**config.mk**
```make
export PLATFORM = sky130hd
export DESIGN_NAME = state_enc_flat
export DESIGN_NICKNAME = d
export VERILOG_FILES = /design/src/rtl/state_enc_pkg.sv /design/src/rtl/state_enc_if.sv /design/src/rtl/state_enc_rcon_gen.sv /design/src/rtl/state_enc.sv /design/src/flat_wrapper.sv
export SDC_FILE = /design/constraint.sdc
export NUM_CORES = 1
export LEC_CHECK = 0
export ABC_AREA = 1
export BUFFER_PORTS_ARGS = -buffer_cell sky130_fd_sc_hd__buf_2
export CAP_MARGIN = 15
export CORE_UTILIZATION = 52
export CTS_BUF_LIST = sky130_fd_sc_hd__clkbuf_4 sky130_fd_sc_hd__clkbuf_8
export DETAILED_ROUTE_END_ITERATION = 10
export PLACE_DENSITY = 0.77
export SLEW_MARGIN = 10
export SYNTH_ARGS = -nofsm -noshare
export SYNTH_HDL_FRONTEND = slang
export SYNTH_SLANG_ARGS = --single-unit
export TNS_END_PERCENT = 30
```
**constraint.sdc**
```tcl
create_clock -name clk -period 3.71 [get_ports clk]
set_input_delay 1.113 -clock clk [delete_from_list [all_inputs] [get_ports clk]]
set_output_delay 1.113 -clock clk [all_outputs]
set_load 0.005 [all_outputs]
```
**src/rtl/state_enc_pkg.sv**
```systemverilog
// ============================================================================
//  Module   : state_enc_pkg
//  Purpose  : AES-128 controller definitions: state codes, round count,
//             round-constant seed and the GF(2^8) xtime helper.
//  Revision : 1.0 - initial release
// ============================================================================
`default_nettype none

package state_enc_pkg;

    // Code 3'b110 is KEY in the forward controller; the inverse controller
    // reuses the same encoding for its INV state.
    typedef enum logic [2:0] {
        S_RES = 3'b000,
        S_STL = 3'b001,
        S_ADD = 3'b010,
        S_SUB = 3'b011,
        S_SHI = 3'b100,
        S_MIX = 3'b101,
        S_KEY = 3'b110,
        S_FIN = 3'b111
    } state_t;

    localparam int unsigned AES_NR    = 10;
    localparam logic [7:0]  RCON_INIT = 8'h01;

    function automatic logic [7:0] xtime(input logic [7:0] x);
        return {x[6:0], 1'b0} ^ (x[7] ? 8'h1b : 8'h00);
    endfunction

endpackage : state_enc_pkg

`default_nettype wire

```
**src/rtl/state_enc_if.sv**
```systemverilog
// ============================================================================
//  Module   : state_enc_if
//  Purpose  : Host handshake and datapath-control bundle of the AES-128
//             forward-cipher controller.
//  Revision : 1.0 - initial release
// ============================================================================
`default_nettype none

interface state_enc_if;

    logic       start;
    logic [2:0] cs;
    logic [7:0] cot;
    logic [7:0] rcon;
    logic       busy;
    logic       done;

    // The host side launches blocks and observes progress.
    modport master (
        output start,
        input  cs,
        input  cot,
        input  rcon,
        input  busy,
        input  done
    );

    // The controller side.
    modport slave (
        input  start,
        output cs,
        output cot,
        output rcon,
        output busy,
        output done
    );

endinterface : state_enc_if

`default_nettype wire

```
**src/rtl/state_enc_rcon_gen.sv**
```systemverilog
// ============================================================================
//  Module   : aes_rcon_gen
//  Purpose  : AES key-schedule round-constant register: reload to 0x01,
//             advance by xtime, asynchronous reset to 0x01.
//  Revision : 1.0 - initial release
// ============================================================================
`default_nettype none

module aes_rcon_gen
    import state_enc_pkg::*;
(
    input  wire logic       clk,
    input  wire logic       res,
    input  wire logic       load_i,
    input  wire logic       adv_i,
    output      logic [7:0] rcon_o
);

    logic [7:0] rcon_q;
    logic [7:0] rcon_d;

    // Load has priority so a new block always starts from the seed.
    always_comb begin
        rcon_d = rcon_q;
        if (load_i) begin
            rcon_d = RCON_INIT;
        end else if (adv_i) begin
            rcon_d = xtime(rcon_q);
        end
    end

    always_ff @(posedge clk or posedge res) begin
        if (res) begin
            rcon_q <= RCON_INIT;
        end else begin
            rcon_q <= rcon_d;
        end
    end

    assign rcon_o = rcon_q;

endmodule : aes_rcon_gen

`default_nettype wire

```
**src/rtl/state_enc.sv**
```systemverilog
// ============================================================================
//  Module   : state_enc
//  Purpose  : Control FSM for the AES-128 forward datapath with a
//             start/busy/done host handshake.
//  Revision : 1.0 - initial release
// ============================================================================
`default_nettype none

module state_enc
    import state_enc_pkg::*;
#(
    parameter int unsigned NR = AES_NR
)(
    input  wire logic   clk,
    input  wire logic   res,
    state_enc_if.slave  bus
);

    localparam logic [7:0] C_NR = 8'(NR);

    state_t     cs_q;
    logic [7:0] cot_q;
    logic [7:0] rcon_w;
    logic       rcon_load_w;
    logic       rcon_adv_w;

    // Round counter advances on leaving ADD, so it stays constant across
    // the SUB/SHI/MIX/KEY/ADD sequence of one round.
    always_ff @(posedge clk or posedge res) begin
        if (res) begin
            cs_q  <= S_RES;
            cot_q <= 8'h00;
        end else begin
            case (cs_q)
                S_RES: begin
                    if (bus.start) begin
                        cs_q <= S_STL;
                    end
                end
                S_STL: begin
                    cot_q <= 8'h00;
                    cs_q  <= S_ADD;
                end
                S_ADD: begin
                    if (cot_q == C_NR) begin
                        cs_q <= S_FIN;
                    end else begin
                        cot_q <= cot_q + 8'h01;
                        cs_q  <= S_SUB;
                    end
                end
                S_SUB: begin
                    cs_q <= S_SHI;
                end
                S_SHI: begin
                    // Final round has no MixColumns.
                    if (cot_q == C_NR) begin
                        cs_q <= S_KEY;
                    end else begin
                        cs_q <= S_MIX;
                    end
                end
                S_MIX: begin
                    cs_q <= S_KEY;
                end
                S_KEY: begin
                    cs_q <= S_ADD;
                end
                S_FIN: begin
                    if (bus.start) begin
                        cs_q <= S_STL;
                    end
                end
                default: begin
                    cs_q <= S_RES;
                end
            endcase
        end
    end

    assign rcon_load_w = (cs_q == S_STL);
    assign rcon_adv_w  = (cs_q == S_KEY);

    aes_rcon_gen u_rcon_gen (
        .clk    (clk),
        .res    (res),
        .load_i (rcon_load_w),
        .adv_i  (rcon_adv_w),
        .rcon_o (rcon_w)
    );

    assign bus.cs   = cs_q;
    assign bus.cot  = cot_q;
    assign bus.rcon = rcon_w;
    assign bus.busy = (cs_q != S_RES) && (cs_q != S_FIN);
    assign bus.done = (cs_q == S_FIN);

endmodule : state_enc

`default_nettype wire
```
**src/flat_wrapper.sv**
```systemverilog
// flat-port wrapper written by rule: the top's interface ports become plain ports
module state_enc_flat import state_enc_pkg::*;
#(
    parameter int unsigned NR = AES_NR
)
  (clk, res, bus_start, bus_cs, bus_cot, bus_rcon, bus_busy, bus_done);
  state_enc_if bus_i ();
  input  wire logic clk;
  input  wire logic res;
  input wire logic [$bits(bus_i.start)-1:0] bus_start;
  output wire logic [$bits(bus_i.cs)-1:0] bus_cs;
  output wire logic [$bits(bus_i.cot)-1:0] bus_cot;
  output wire logic [$bits(bus_i.rcon)-1:0] bus_rcon;
  output wire logic [$bits(bus_i.busy)-1:0] bus_busy;
  output wire logic [$bits(bus_i.done)-1:0] bus_done;
  assign bus_i.start = bus_start;
  assign bus_cs = bus_i.cs;
  assign bus_cot = bus_i.cot;
  assign bus_rcon = bus_i.rcon;
  assign bus_busy = bus_i.busy;
  assign bus_done = bus_i.done;
  state_enc #(.NR(NR)) u_core (.clk(clk), .res(res), .bus(bus_i));
endmodule
```
Word-level counts from Yosys, hierarchy flattened
Cells that the tools add are included.
{"block": "classes", "n_addsub": 1, "n_eq_ne": 11, "muxes": 9, "bitwise_logic": 1, "reduce_logical": 8}
{"operator": "2-to-1 mux 8 bit", "n": 3}
{"operator": "one-hot mux 3 bit (6 select lines)", "n": 1}
{"operator": "one-hot mux 8 bit (2 select lines)", "n": 1}
{"operator": "equality test 3 bit (second input constant)", "n": 4}
{"operator": "adder 8 x 1 -> 8 bit (second input constant)", "n": 1}
{"operator": "equality test 8 x 4 -> 1 bit (second input constant)", "n": 1}
{"operator": "bitwise XOR 8 bit", "n": 1}
{"operator": "equality test 3 x 2 -> 1 bit (second input constant)", "n": 2}
{"operator": "2-to-1 mux 3 bit", "n": 2}
{"operator": "2-to-1 mux 5 bit", "n": 1}
{"operator": "nonzero test 2 bit", "n": 2}
{"operator": "OR reduction 2 bit", "n": 2}
{"operator": "equality test 3 x 1 -> 1 bit (second input constant)", "n": 1}
{"operator": "zero test 3 bit", "n": 1}
{"operator": "!= test 3 bit (second input constant)", "n": 1}
{"operator": "nonzero test 3 bit", "n": 1}
{"operator": "2-to-1 mux 2 bit", "n": 1}
{"operator": "!= test 2 x 1 -> 1 bit (second input constant)", "n": 1}
{"operator": "!= test 2 bit (second input constant)", "n": 1}
{"operator": "AND reduction 2 bit", "n": 1}
{"operator": "logical AND 1 bit", "n": 1}
{"block": "totals", "regBits": 19, "inputBits": 3, "out_inout_bits": 21, "word_cells": 33}

Depth between registers and ports, before layout
Gate-level depths: netlist (run 1).
{"block": "logic_depth", "ltp_word": 4, "ltp_mapped": 8, "depth_no_buf": 8}

By module
A second synthesis (run 1) with hierarchy kept.
{"block": "unflattened", "hier_cells": 159, "hier_area_um2": 1158.6}
{"module": "state_enc", "n_inst": 1, "cells_each": 115, "area_per_inst_um2": 792.0, "seq_area_each_um2": 275.3}
{"module": "aes_rcon_gen", "n_inst": 1, "cells_each": 44, "area_per_inst_um2": 366.6, "seq_area_each_um2": 201.4}

Worst setup path after synthesis (run 1)
Ideal clock, no wire load.
{"block": "synth_timing", "path_kind": "register -> output", "from": "register u_core.cs_q[1] (netlist: u_core.bus.cs[1])", "to": "output port bus_busy", "arrival_time_ps": 797, "required_ps": 2597, "setup_slack_ps": 1800, "path_stages_with_launch": 5, "n_path_buf": 0, "cell_sequence": "dfrtp_1 -> nor2_1 -> nand2_1 -> nand2_1 -> inv_1"}
{"block": "synth_between", "elab_chain_cells": 2, "elab_cells_between_ends": 3, "cone_classes": "eq/ne (1); reduce/logical (2)"}
{"item": "from (decl)", "line_no": "state_enc.sv:21", "rtl": "state_t cs_q;"}
{"item": "from (signal assigned)", "line_no": "state_enc.sv:31", "rtl": "cs_q <= S_RES;"}
{"item": "from (signal assigned)", "line_no": "state_enc.sv:37", "rtl": "cs_q <= S_STL;"}
{"item": "from (signal assigned)", "line_no": "state_enc.sv:42", "rtl": "cs_q <= S_ADD;"}
{"item": "!= test 3 bit or nonzero test 3 bit (tied branches)", "line_no": "state_enc.sv:95", "rtl": "assign bus.busy = (cs_q != S_RES) && (cs_q != S_FIN);"}
{"item": "logical AND 1 bit *", "line_no": "state_enc.sv:95"}
{"item": "to (decl)", "line_no": "flat_wrapper.sv:14", "rtl": "output wire logic [$bits(bus_i.busy)-1:0] bus_busy;"}
Mark *: on every way between the ends. The rest lies on a longest branch, timed or not.

Final worst setup path (run 1)
Ends and elaborated chain as after synthesis.

==> Implementation_results.wiki, run 1 <==
{| class="wikitable"
! Metric !! Value
|-
| Largest vdd supply drop || 0.000194 V
|-
| Layout cells sized above 1 || 0.210
|-
| Pre-CTS setup slack || 1630 ps
|-
| Fraction of post-synthesis cell area in the top cell type by area || 0.422
|-
| Commonest non-fill, non-tap cell in the layout || nand2_1
|-
| Clock transition time at the flip-flop clock pins of the worst setup and hold paths || 120 ps
|-
| Pins Over Slew Limit || 0
|-
| Unrepaired setup endpoints after global routing || false
|-
| Hold Path Depth || 2
|-
| Post-Syn Area || 0.00107 mm2
|-
| Area growth, synth to finish || 15.6%
|-
| Number of instances in the synthesized netlist || 142
|-
| Number of max-capacitance violations reported || 0
|-
| Final setup skew || 1.67 ps
|-
| Cell at the root of the clock tree || clkbuf_4
|-
| Area of the die || 0.00224 mm2
|-
| Placeable Area || 0.00194 mm2
|-
| Number of storage elements in the synthesis netlist || 19
|-
| Antenna violations before repair || 0
|-
| Portion of the post-synthesis area used by sequential elements || 0.446
|-
| Commonest cells after routing, fill and taps aside || nand2_1 (43), buf_2 (23), inv_1 (22)
|-
| Worst reg2reg startpoint || u_core.bus.cs[2]$_DFFE_PP0P_
|-
| Count of vias placed by the detailed router || 986
|-
| Type of origin of the critical path || register
|-
| Layout Nets || 173
|-
| Buf+Inv Stages, Crit Path || 2
|-
| Relative slew margins || 0.519
|-
| Remaining number of nets flagged by the antenna check after routing || 0
|-
| Leakage power || 0.731 nW
|-
| TritonCTS clock tree || yes
|-
| Maximum fanout encountered on the critical timing path || 7
|-
| Number of hold-slack violations in the final timing report || 0
|-
| Number of antenna diodes || 0
|-
| Buffers added on ports || 23
|-
| Overall Power || 321 uW
|-
| Synthesized area per cell || 7.52 um2
|-
| Cell breakdown of the critical path || nor2_1 -> nand2_1 -> nand2_1 -> inv_1 -> buf_2
|-
| Crit. End Element || output port
|-
| Total grt overflow || 0
|-
| Hold EP || u_core.u_rcon_gen.rcon_o[0]$_DFFE_PP1P_
|-
| Number of global-route vias before repair || 780
|-
| Chip Height || 47.3 um
|-
| Starting density of the core || 0.550
|-
| Half-perimeter wire length of the detailed placement result || 1560 um
|-
| Sum Neg Setup Slack || 0 ps
|-
| Result of the run || finished clean
|-
| Die outline width || 47.3 um
|-
| Nets in the synthesized netlist || 147
|-
| Warnings, synthesis || 0
|-
| Post_cts resized || 0
|-
| Post-CTS setup buffer count || 0
|-
| Critical path data required time || 2600 ps
|-
| Final GP Congestion || 0.823
|-
| Dominant cell type by count on the critical path || nand2_1
|-
| Max H-tree Level || 1
|-
| Largest cells by area after synthesis || dfrtp_1 (42%), nand2_1 (15%), nand3_1 (8.9%)
|-
| Setup WS post-layout || 1290 ps
|-
| Total detailed-routing wirelength || 2100 um
|-
| TritonCTS Sinks || 19
|-
| Row count || 16
|-
| Number of distinct library cells after synthesis || 23
|-
| Worst-case reg-to-reg path depth || 4
|-
| Worst path arrival time || 1310 ps
|-
| DR vias/cell || 5.08
|-
| Wire length of the first global-routing pass || 3240 um
|-
| Insertion delay to the later sink of the worst-skew pair || 300 ps
|-
| First-iteration detailed-routing DRC count || 15
|-
| Maximum clock frequency || 413 MHz
|-
| Register-to-register path setup slack || 2170 ps
|-
| GRT Resource Usage Total || 0.206
|-
| Type of the most critical hold path || reg2reg
|-
| Power density relative to cell area || 260 mW/mm2
|-
| Start-to-end type of the worst setup path || reg2out
|-
| Top delay family on crit path || flip-flops
|-
| Clock buffers created by TritonCTS || 3
|-
| Number of detailed-routing iterations run before antenna repair || 4
|-
| Cell accounting for the most synthesized area || dfrtp_1
|-
| Actual transition at the worst max-transition pin || 720 ps
|-
| CTS Hold Bufs || 0
|-
| Num ports || 24
|-
| Critical-path top delay cell || dfrtp_1
|-
| Post-route clock period utilization || 0.653
|-
| Minimum clock period || 2420 ps
|-
| DRC violation count after routing || 0
|-
| Worst reg2reg path endpoint || u_core.u_rcon_gen.rcon_o[6]$_DFFE_PP0P_
|-
| Min-delay src || u_core.u_rcon_gen.rcon_o[0]$_DFFE_PP1P_
|-
| Clock Tree Buf Depth || 2
|-
| Max incr delay on CP || 480 ps
|-
| Largest net degree at the start of global routing || 20
|-
| Final number of setup-violating endpoints || 0
|-
| Average wire per standard cell || 10.8 um
|}
## through the flow
stage                      util  area (um2)  cells  hold WS [ps]
after detailed placement  0.620        1200    190           519
after global routing      0.636        1230    194           564
after CTS                 0.636        1230    194           537
final                     0.636        1230    194           533
after floorplan               -        1070    142           504
after global placement    0.620        1200    190           514
## worst max-delay path by stage
stage                                  from  endpoint  slack [ps]  cells past startpoint
6_report       u_core.bus.cs[1]$_DFFE_PP0P_  bus_busy        1290                      5
3_3_place_gp   u_core.bus.cs[1]$_DFFE_PP0P_  bus_busy        1690                      5
5_1_grt        u_core.bus.cs[1]$_DFFE_PP0P_  bus_busy        1190                      5
2_1_floorplan  u_core.bus.cs[1]$_DFFE_PP0P_  bus_busy        1800                      4
4_1_cts        u_core.bus.cs[1]$_DFFE_PP0P_  bus_busy        1280                      5
3_5_place_dp   u_core.bus.cs[1]$_DFFE_PP0P_  bus_busy        1630                      5
## routing by layer
metal	part of all wire	vias up	wire, um	GRT usage
met1	0.49	462	1040	0.297
met5	0	-	0	0
li1	-	498	-	-
met4	0.0062	0	13	0.0857
met3	0.039	2	81	0.0269
met2	0.46	24	970	0.310
## cell families (layout without fill, tap and decap cells)
kind of cell	Yosys count	after routing	synth area share
AND/OR/NAND/NOR	79	79	0.326
buffers and inverters	26	51	0.0960
flip-flops	19	19	0.446
AO/OA/AOI/OAI	13	13	0.0843
XOR/XNOR	3	3	0.0246
adder cells (fa/ha/maj)	2	2	0.0234
## final cells by class
| cell class | count | area [um2] |
|---|---|---|
| fillers | 189 | 707 |
| inverters | 24 | 90.1 |
| multi-input cells | 97 | 489 |
| flip-flops and latches | 19 | 477 |
| repair buffers | 23 | 115 |
| well taps | 27 | 33.8 |
| clock buffers | 3 | 22.5 |
| clock inverters | 1 | 7.51 |
## state kept, by name, summed over array words and instances, names as in the netlist
name	count
u_core.u_rcon_gen.rcon_o	8
u_core.bus.cot	8
u_core.bus.cs	3
## cell usage after synthesis
library cell,number
a21oi_1,1
dfstp_2,1
buf_4,1
nand3_2,2
dfrtp_1,18
ha_1,2
buf_2,1
xnor2_1,3
nand3b_1,1
o21bai_1,1
o21ai_0,3
nand4_1,1
nand3_1,19
nand2_2,1
o22ai_1,5
inv_1,22
nor2_1,10
nor3b_1,1
inv_2,2
o211ai_1,2
o21ai_4,1
or2_2,1
nand2_1,43
## worst min-delay path, cell delays in order, from the launching register on
cell	delay (ps)
dfstp_2	400
nand2_1	60
o211ai_1	80
## report_power, final
group | total [mW] | switching [mW] | internal (mW) | leakage [nW]
clock network | 0.109 | 0.0682 | 0.0410 | 0.0139
registers | 0.207 | 0 | 0.207 | 0.242
logic | 0.00523 | 0.00436 | 0.000867 | 0.476
Note: power is estimated with default switching activity, not from simulation.
==> run 2: changes to the inputs <==
--- a/config.mk
+++ b/config.mk
@@ -8,10 +8,10 @@
 export ABC_AREA = 1
 export BUFFER_PORTS_ARGS = -buffer_cell sky130_fd_sc_hd__buf_2
 export CAP_MARGIN = 15
-export CORE_UTILIZATION = 52
+export CORE_UTILIZATION = 50
 export CTS_BUF_LIST = sky130_fd_sc_hd__clkbuf_4 sky130_fd_sc_hd__clkbuf_8
 export DETAILED_ROUTE_END_ITERATION = 10
-export PLACE_DENSITY = 0.77
+export PLACE_DENSITY = 0.78
 export SLEW_MARGIN = 10
 export SYNTH_ARGS = -nofsm -noshare
 export SYNTH_HDL_FRONTEND = slang
==> constraint.sdc (replaced) <==
create_clock -name clk -period 2.06 [get_ports clk]
set_input_delay 0.618 -clock clk [delete_from_list [all_inputs] [get_ports clk]]
set_output_delay 0.618 -clock clk [all_outputs]
set_load 0.005 [all_outputs]
==> run 2 against run 1 <==
Net effect:
- sequential cell count is the same
- critical path depth is the same
- worst setup slack lost 1200 ps
- via count grew 0.41%
- total power grew 78%
- sequential power grew 80%
- hold slack lost 210 ps
- sequential share of layout area shrank 0.46 points
- wire length grew 5.6%
- register-to-register slack lost 1600 ps
- clock-buffer cell count is the same
- critical path type unchanged
- critical endpoint unchanged
==> Implementation_results.wiki, run 2 (synthesis results as in run 1) <==
{| class="wikitable"
! Metric !! Value
|-
| Type of origin of the critical path || register
|-
| Start-to-end type of the worst setup path || reg2out
|-
| Cell at the root of the clock tree || clkbuf_4
|-
| Worst path arrival time || 1310 ps
|-
| Max H-tree Level || 1
|-
| Final-layout fill cell count || 185
|-
| Number of antenna diodes || 0
|-
| Dominant cell type by count on the critical path || nand2_1
|-
| Count of vias placed by the detailed router || 990
|-
| Clock transition time at the flip-flop clock pins of the worst setup and hold paths || 110 ps
|-
| Combinational fraction of design power || 0.019
|-
| Wire length of the first global-routing pass || 3270 um
|-
| CTS Hold Bufs || 0
|-
| Row count || 16
|-
| Post-route clock period utilization || 0.938
|-
| Type of the most critical hold path || in2async
|-
| Number of hold-slack violations in the final timing report || 0
|-
| Commonest cells after routing, fill and taps aside || nand2_1 (43), buf_2 (23), inv_1 (22)
|-
| Sum Neg Setup Slack || 0 ps
|-
| Clock buffers created by TritonCTS || 3
|-
| Actual transition at the worst max-transition pin || 413 ps
|-
| Hold Worst Slack || 325 ps
|-
| Leakage power || 0.743 nW
|-
| Starting density of the core || 0.539
|-
| Post_cts resized || 0
|-
| Crit. End Element || output port
|-
| Layout Nets || 175
|-
| Met3 track demand over resource in global routing || 0.0333
|-
| Switching Share || 0.216
|-
| Part of the power in registers || 0.652
|-
| TritonCTS clock tree || yes
|-
| Area growth, synth to finish || 17.0%
|-
| Final setup skew || 0.861 ps
|-
| GRT Resource Usage Total || 0.208
|-
| Pins Over Slew Limit || 0
|-
| Final number of setup-violating endpoints || 0
|-
| Result of the run || finished clean
|-
| Final GP Congestion || 0.833
|-
| TritonCTS Sinks || 19
|-
| Maximum fanout encountered on the critical timing path || 7
|-
| Die outline width || 48.2 um
|-
| Number of detailed-routing iterations run before antenna repair || 5
|-
| Maximum clock frequency || 518 MHz
|-
| Overall Power || 572 uW
|-
| Chip Height || 48.2 um
|-
| Buffers added on ports || 23
|-
| Area of the die || 0.00233 mm2
|-
| DRC violation count after routing || 0
|-
| GRT Max-Usage Layer || met2
|-
| DR vias/cell || 5.05
|-
| Critical path data required time || 1440 ps
|-
| Number of max-capacitance violations reported || 0
|-
| Top delay family on crit path || flip-flops
|-
| First-iteration detailed-routing DRC count || 24
|-
| Average wire per standard cell || 11.3 um
|-
| Insertion delay to the later sink of the worst-skew pair || 290 ps
|-
| Number of global-route vias before repair || 753
|-
| Number of cells on the critical path || 5
|-
| Commonest non-fill, non-tap cell in the layout || nand2_1
|-
| Buf+Inv Stages, Crit Path || 2
|-
| Half-perimeter wire length of the detailed placement result || 1630 um
|-
| Unrepaired setup endpoints after global routing || false
|-
| Power density relative to cell area || 457 mW/mm2
|-
| Total grt overflow || 0
|-
| Clock Tree Buf Depth || 2
|-
| Antenna violations before repair || 0
|-
| Largest vdd supply drop || 0.000402 V
|-
| Relative slew margins || 0.724
|-
| Met1 global-route usage || 0.291
|-
| Minimum clock period || 1930 ps
|-
| Internal power summed over all cells || 448 uW
|-
| Post-CTS setup buffer count || 0
|-
| Placeable Area || 0.00198 mm2
|-
| Layout cells sized above 1 || 0.225
|-
| Max incr delay on CP || 470 ps
|-
| Met2 routing resource usage after global routing || 0.323
|-
| Remaining number of nets flagged by the antenna check after routing || 0
|-
| Total detailed-routing wirelength || 2220 um
|-
| Num ports || 24
|-
| Worst-case reg-to-reg path depth || 7
|-
| Net Sw Power || 124 uW
|-
| Cell breakdown of the critical path || nor2_2 -> nand2_1 -> nand2_1 -> inv_1 -> buf_2
|-
| Critical-path top delay cell || dfrtp_1
|-
| Clock power share || 0.328
|-
| Largest net degree at the start of global routing || 20
|}
## run 2: area by class of cell
type	instances	area, um2	share of cell area
multi-input combinational	97	492	0.393
sequential	19	477	0.381
timing repair buffer	25	130	0.104
inverter	24	90.1	0.0721
tap	27	33.8	0.0270
clock buffer	3	22.5	0.0180
clock inverter	1	5.00	0.00400
## run 2: worst paths after layout
check | slack [ps] | startpoint | end
setup / recovery | 130 | u_core.bus.cs[1]$_DFFE_PP0P_ | bus_busy
hold / removal | 320 | res | u_core.bus.cot[0]$_DFFE_PP0P_
setup reg to reg | 610 | u_core.bus.cot[0]$_DFFE_PP0P_ | u_core.bus.cot[3]$_DFFE_PP0P_
hold reg to reg | 550 | u_core.u_rcon_gen.rcon_o[0]$_DFFE_PP1P_ | u_core.u_rcon_gen.rcon_o[0]$_DFFE_PP1P_
max in group asynchronous | 1480 | res | u_core.u_rcon_gen.rcon_o[0]$_DFFE_PP1P_
min in group clk | 550 | u_core.u_rcon_gen.rcon_o[0]$_DFFE_PP1P_ | u_core.u_rcon_gen.rcon_o[0]$_DFFE_PP1P_
## run 2: worst min-delay path, stage by stage
cell   delay (ps)
buf_2         100
inv_1          40
buf_4         250
## run 2: through the flow
| step | utilization | setup slack [ps] | cells | area [um2] |
|---|---|---|---|---|
| after floorplan | - | 645 | 142 | 1070 |
| after global placement | 0.616 | 529 | 192 | 1220 |
| after detailed placement | 0.616 | 475 | 192 | 1220 |
| after CTS | 0.629 | 79.3 | 196 | 1250 |
| after global routing | 0.631 | 26.8 | 196 | 1250 |
| final | 0.631 | 128 | 196 | 1250 |
## run 2: per-layer routing
metal	part of all wire	routed length, um
met3	0.047	104
met1	0.43	944
met2	0.51	1140
met5	0	0
met4	0.012	27
## run 2: power by group through the flow
stage	Clock, mW	Combinational, mW	Sequential (mW)
final	0.188	0.0111	0.373
after floorplan	0	0.00613	0.380
after CTS	0.195	0.0117	0.373
after global routing	0.213	0.0136	0.373
after detailed placement	0	0.0117	0.380
after global placement	0	0.0113	0.380
==> run 3: changes to the inputs <==
--- a/config.mk
+++ b/config.mk
@@ -8,10 +8,10 @@
 export ABC_AREA = 1
 export BUFFER_PORTS_ARGS = -buffer_cell sky130_fd_sc_hd__buf_2
 export CAP_MARGIN = 15
-export CORE_UTILIZATION = 50
+export CORE_UTILIZATION = 52
 export CTS_BUF_LIST = sky130_fd_sc_hd__clkbuf_4 sky130_fd_sc_hd__clkbuf_8
 export DETAILED_ROUTE_END_ITERATION = 10
-export PLACE_DENSITY = 0.78
+export PLACE_DENSITY = 0.77
 export SLEW_MARGIN = 10
 export SYNTH_ARGS = -nofsm -noshare
 export SYNTH_HDL_FRONTEND = slang
==> constraint.sdc (replaced) <==
create_clock -name clk -period 2.04 [get_ports clk]
set_input_delay 0.612 -clock clk [delete_from_list [all_inputs] [get_ports clk]]
set_output_delay 0.612 -clock clk [all_outputs]
set_load 0.005 [all_outputs]
==> run 3 against run 2 <==
Net effect:
- global-route usage increased by 0.32 points
- clock-buffer cell count unchanged
- die area decreased by 3.7%
- wire length decreased by 1.3%
- critical path depth unchanged
- total power increased by 3.2%
- critical path type unchanged
==> Implementation_results.wiki, run 3 (synthesis results as in run 1) <==
{| class="wikitable"
! Metric !! Value
|-
| Average wire per standard cell || 11.2 um
|-
| Remaining number of nets flagged by the antenna check after routing || 0
|-
| Actual transition at the worst max-transition pin || 412 ps
|-
| Crit. End Element || output port
|-
| Met1 global-route usage || 0.300
|-
| Unrepaired setup endpoints after global routing || false
|-
| Final setup skew || 2.64 ps
|-
| Die outline width || 47.3 um
|-
| Maximum fanout encountered on the critical timing path || 7
|-
| CTS Hold Bufs || 0
|-
| Buffers added on ports || 23
|-
| TritonCTS Sinks || 19
|-
| Power density relative to cell area || 472 mW/mm2
|-
| Number of global-route vias before repair || 791
|-
| Largest net degree at the start of global routing || 20
|-
| Wire length of the first global-routing pass || 3350 um
|-
| Area growth, synth to finish || 17.0%
|-
| DR vias/cell || 5.02
|-
| Clock buffers created by TritonCTS || 3
|-
| Commonest non-fill, non-tap cell in the layout || nand2_1
|-
| Number of hold-slack violations in the final timing report || 0
|-
| Result of the run || finished clean
|-
| Pins Over Slew Limit || 0
|-
| Type of origin of the critical path || register
|-
| Area of the die || 0.00224 mm2
|-
| TritonCTS clock tree || yes
|-
| Met3 track demand over resource in global routing || 0.0231
|-
| Post-CTS setup buffer count || 0
|-
| Insertion delay to the later sink of the worst-skew pair || 300 ps
|-
| Number of max-capacitance violations reported || 0
|-
| GRT Resource Usage Total || 0.212
|-
| Antenna violations before repair || 0
|-
| Largest vdd supply drop || 0.000447 V
|-
| Total grt overflow || 0
|-
| Relative slew margins || 0.725
|-
| Layout cells sized above 1 || 0.219
|-
| Num ports || 24
|-
| Type of the most critical hold path || in2async
|-
| Clock transition time at the flip-flop clock pins of the worst setup and hold paths || 120 ps
|-
| Leakage power || 0.740 nW
|-
| Clock Tree Buf Depth || 2
|-
| Final number of setup-violating endpoints || 0
|-
| Start-to-end type of the worst setup path || reg2out
|-
| Post-route clock period utilization || 0.942
|-
| Maximum clock frequency || 521 MHz
|-
| Total detailed-routing wirelength || 2190 um
|-
| Half-perimeter wire length of the detailed placement result || 1620 um
|-
| Sum Neg Setup Slack || 0 ps
|-
| Post-route core utilization || 0.644
|-
| Count of vias placed by the detailed router || 984
|-
| GRT Max-Usage Layer || met2
|-
| Pre-CTS setup slack || 483 ps
|-
| Final GP Congestion || 0.818
|-
| Critical path data required time || 1430 ps
|-
| Worst path arrival time || 1310 ps
|-
| Starting density of the core || 0.550
|-
| Cell Count, Final, Fillers Out || 196
|-
| Chip Height || 47.3 um
|-
| Placed insts || 192
|-
| Setup WS post-layout || 119 ps
|-
| Row count || 16
|-
| Met2 routing resource usage after global routing || 0.337
|-
| Worst-case reg-to-reg path depth || 7
|-
| Placeable Area || 0.00194 mm2
|-
| Layout Nets || 175
|-
| Minimum clock period || 1920 ps
|-
| Commonest cells after routing, fill and taps aside || nand2_1 (43), buf_2 (23), inv_1 (22)
|-
| Number of antenna diodes || 0
|-
| Max H-tree Level || 1
|-
| Post_cts resized || 0
|-
| Number of detailed-routing iterations run before antenna repair || 4
|-
| Cell at the root of the clock tree || clkbuf_4
|-
| First-iteration detailed-routing DRC count || 28
|-
| DRC violation count after routing || 0
|}
-- run 3: cell types whose count changed in the layout (fill, tap and decap cells not counted) --
| cell | previous run | this run |
|---|---|---|
| nor2_1 | 9 | 10 |
| nor2_2 | 1 | 0 |
| clkinv_2 | 1 | 0 |
| clkinvlp_4 | 0 | 1 |
-- run 3: worst paths after layout --
| check | slack (ps) | to | startpoint |
|---|---|---|---|
| min in group clk | 540 | u_core.u_rcon_gen.rcon_o[0]$_DFFE_PP1P_ | u_core.u_rcon_gen.rcon_o[0]$_DFFE_PP1P_ |
| max in group asynchronous | 1460 | u_core.u_rcon_gen.rcon_o[0]$_DFFE_PP1P_ | res |
| worst max register to register | 590 | u_core.bus.cot[2]$_DFFE_PP0P_ | u_core.bus.cot[0]$_DFFE_PP0P_ |
| worst min register to register | 540 | u_core.u_rcon_gen.rcon_o[0]$_DFFE_PP1P_ | u_core.u_rcon_gen.rcon_o[0]$_DFFE_PP1P_ |
| worst min-delay path | 310 | u_core.bus.cot[7]$_DFFE_PP0P_ | res |
| worst max-delay path | 120 | bus_busy | u_core.bus.cs[1]$_DFFE_PP0P_ |
-- run 3: cell type report --
cell class	instances	area, um2
clock inverters	1	7.51
multi-input cells	97	489
fillers	186	692
inverters	24	90.1
clock buffers	3	22.5
repair buffers	25	130
flip-flops and latches	19	477
well taps	27	33.8
-- run 3: critical path, stage by stage (launching register included) --
cell,delay (ps)
dfrtp_1,480
nor2_1,200
nand2_1,70
nand2_1,100
inv_1,50
buf_2,110
-- run 3: metrics by stage --
stage | power, mW | instance area, um2 | hold WS [ps]
final | 0.590 | 1250 | 311
after global routing | 0.616 | 1250 | 328
after CTS | 0.597 | 1250 | 310
after detailed placement | 0.396 | 1220 | 524
after global placement | 0.395 | 1220 | 515
after floorplan | 0.390 | 1070 | 504
-- run 3: layer usage --
metal / routed length [um] / share of wire / vias up
met1: 1070 / 0.49 / 450
met3: 66 / 0.030 / 2
met4: 12 / 0.0055 / 0
met5: 0 / 0 / -
met2: 1050 / 0.48 / 20
li1: - / - / 512
-- run 3: report_power, final --
part	switching, mW	internal [mW]
Clock	0.128	0.0745
Sequential	0	0.377
Combinational	0.00835	0.00290
Total	0.136	0.454
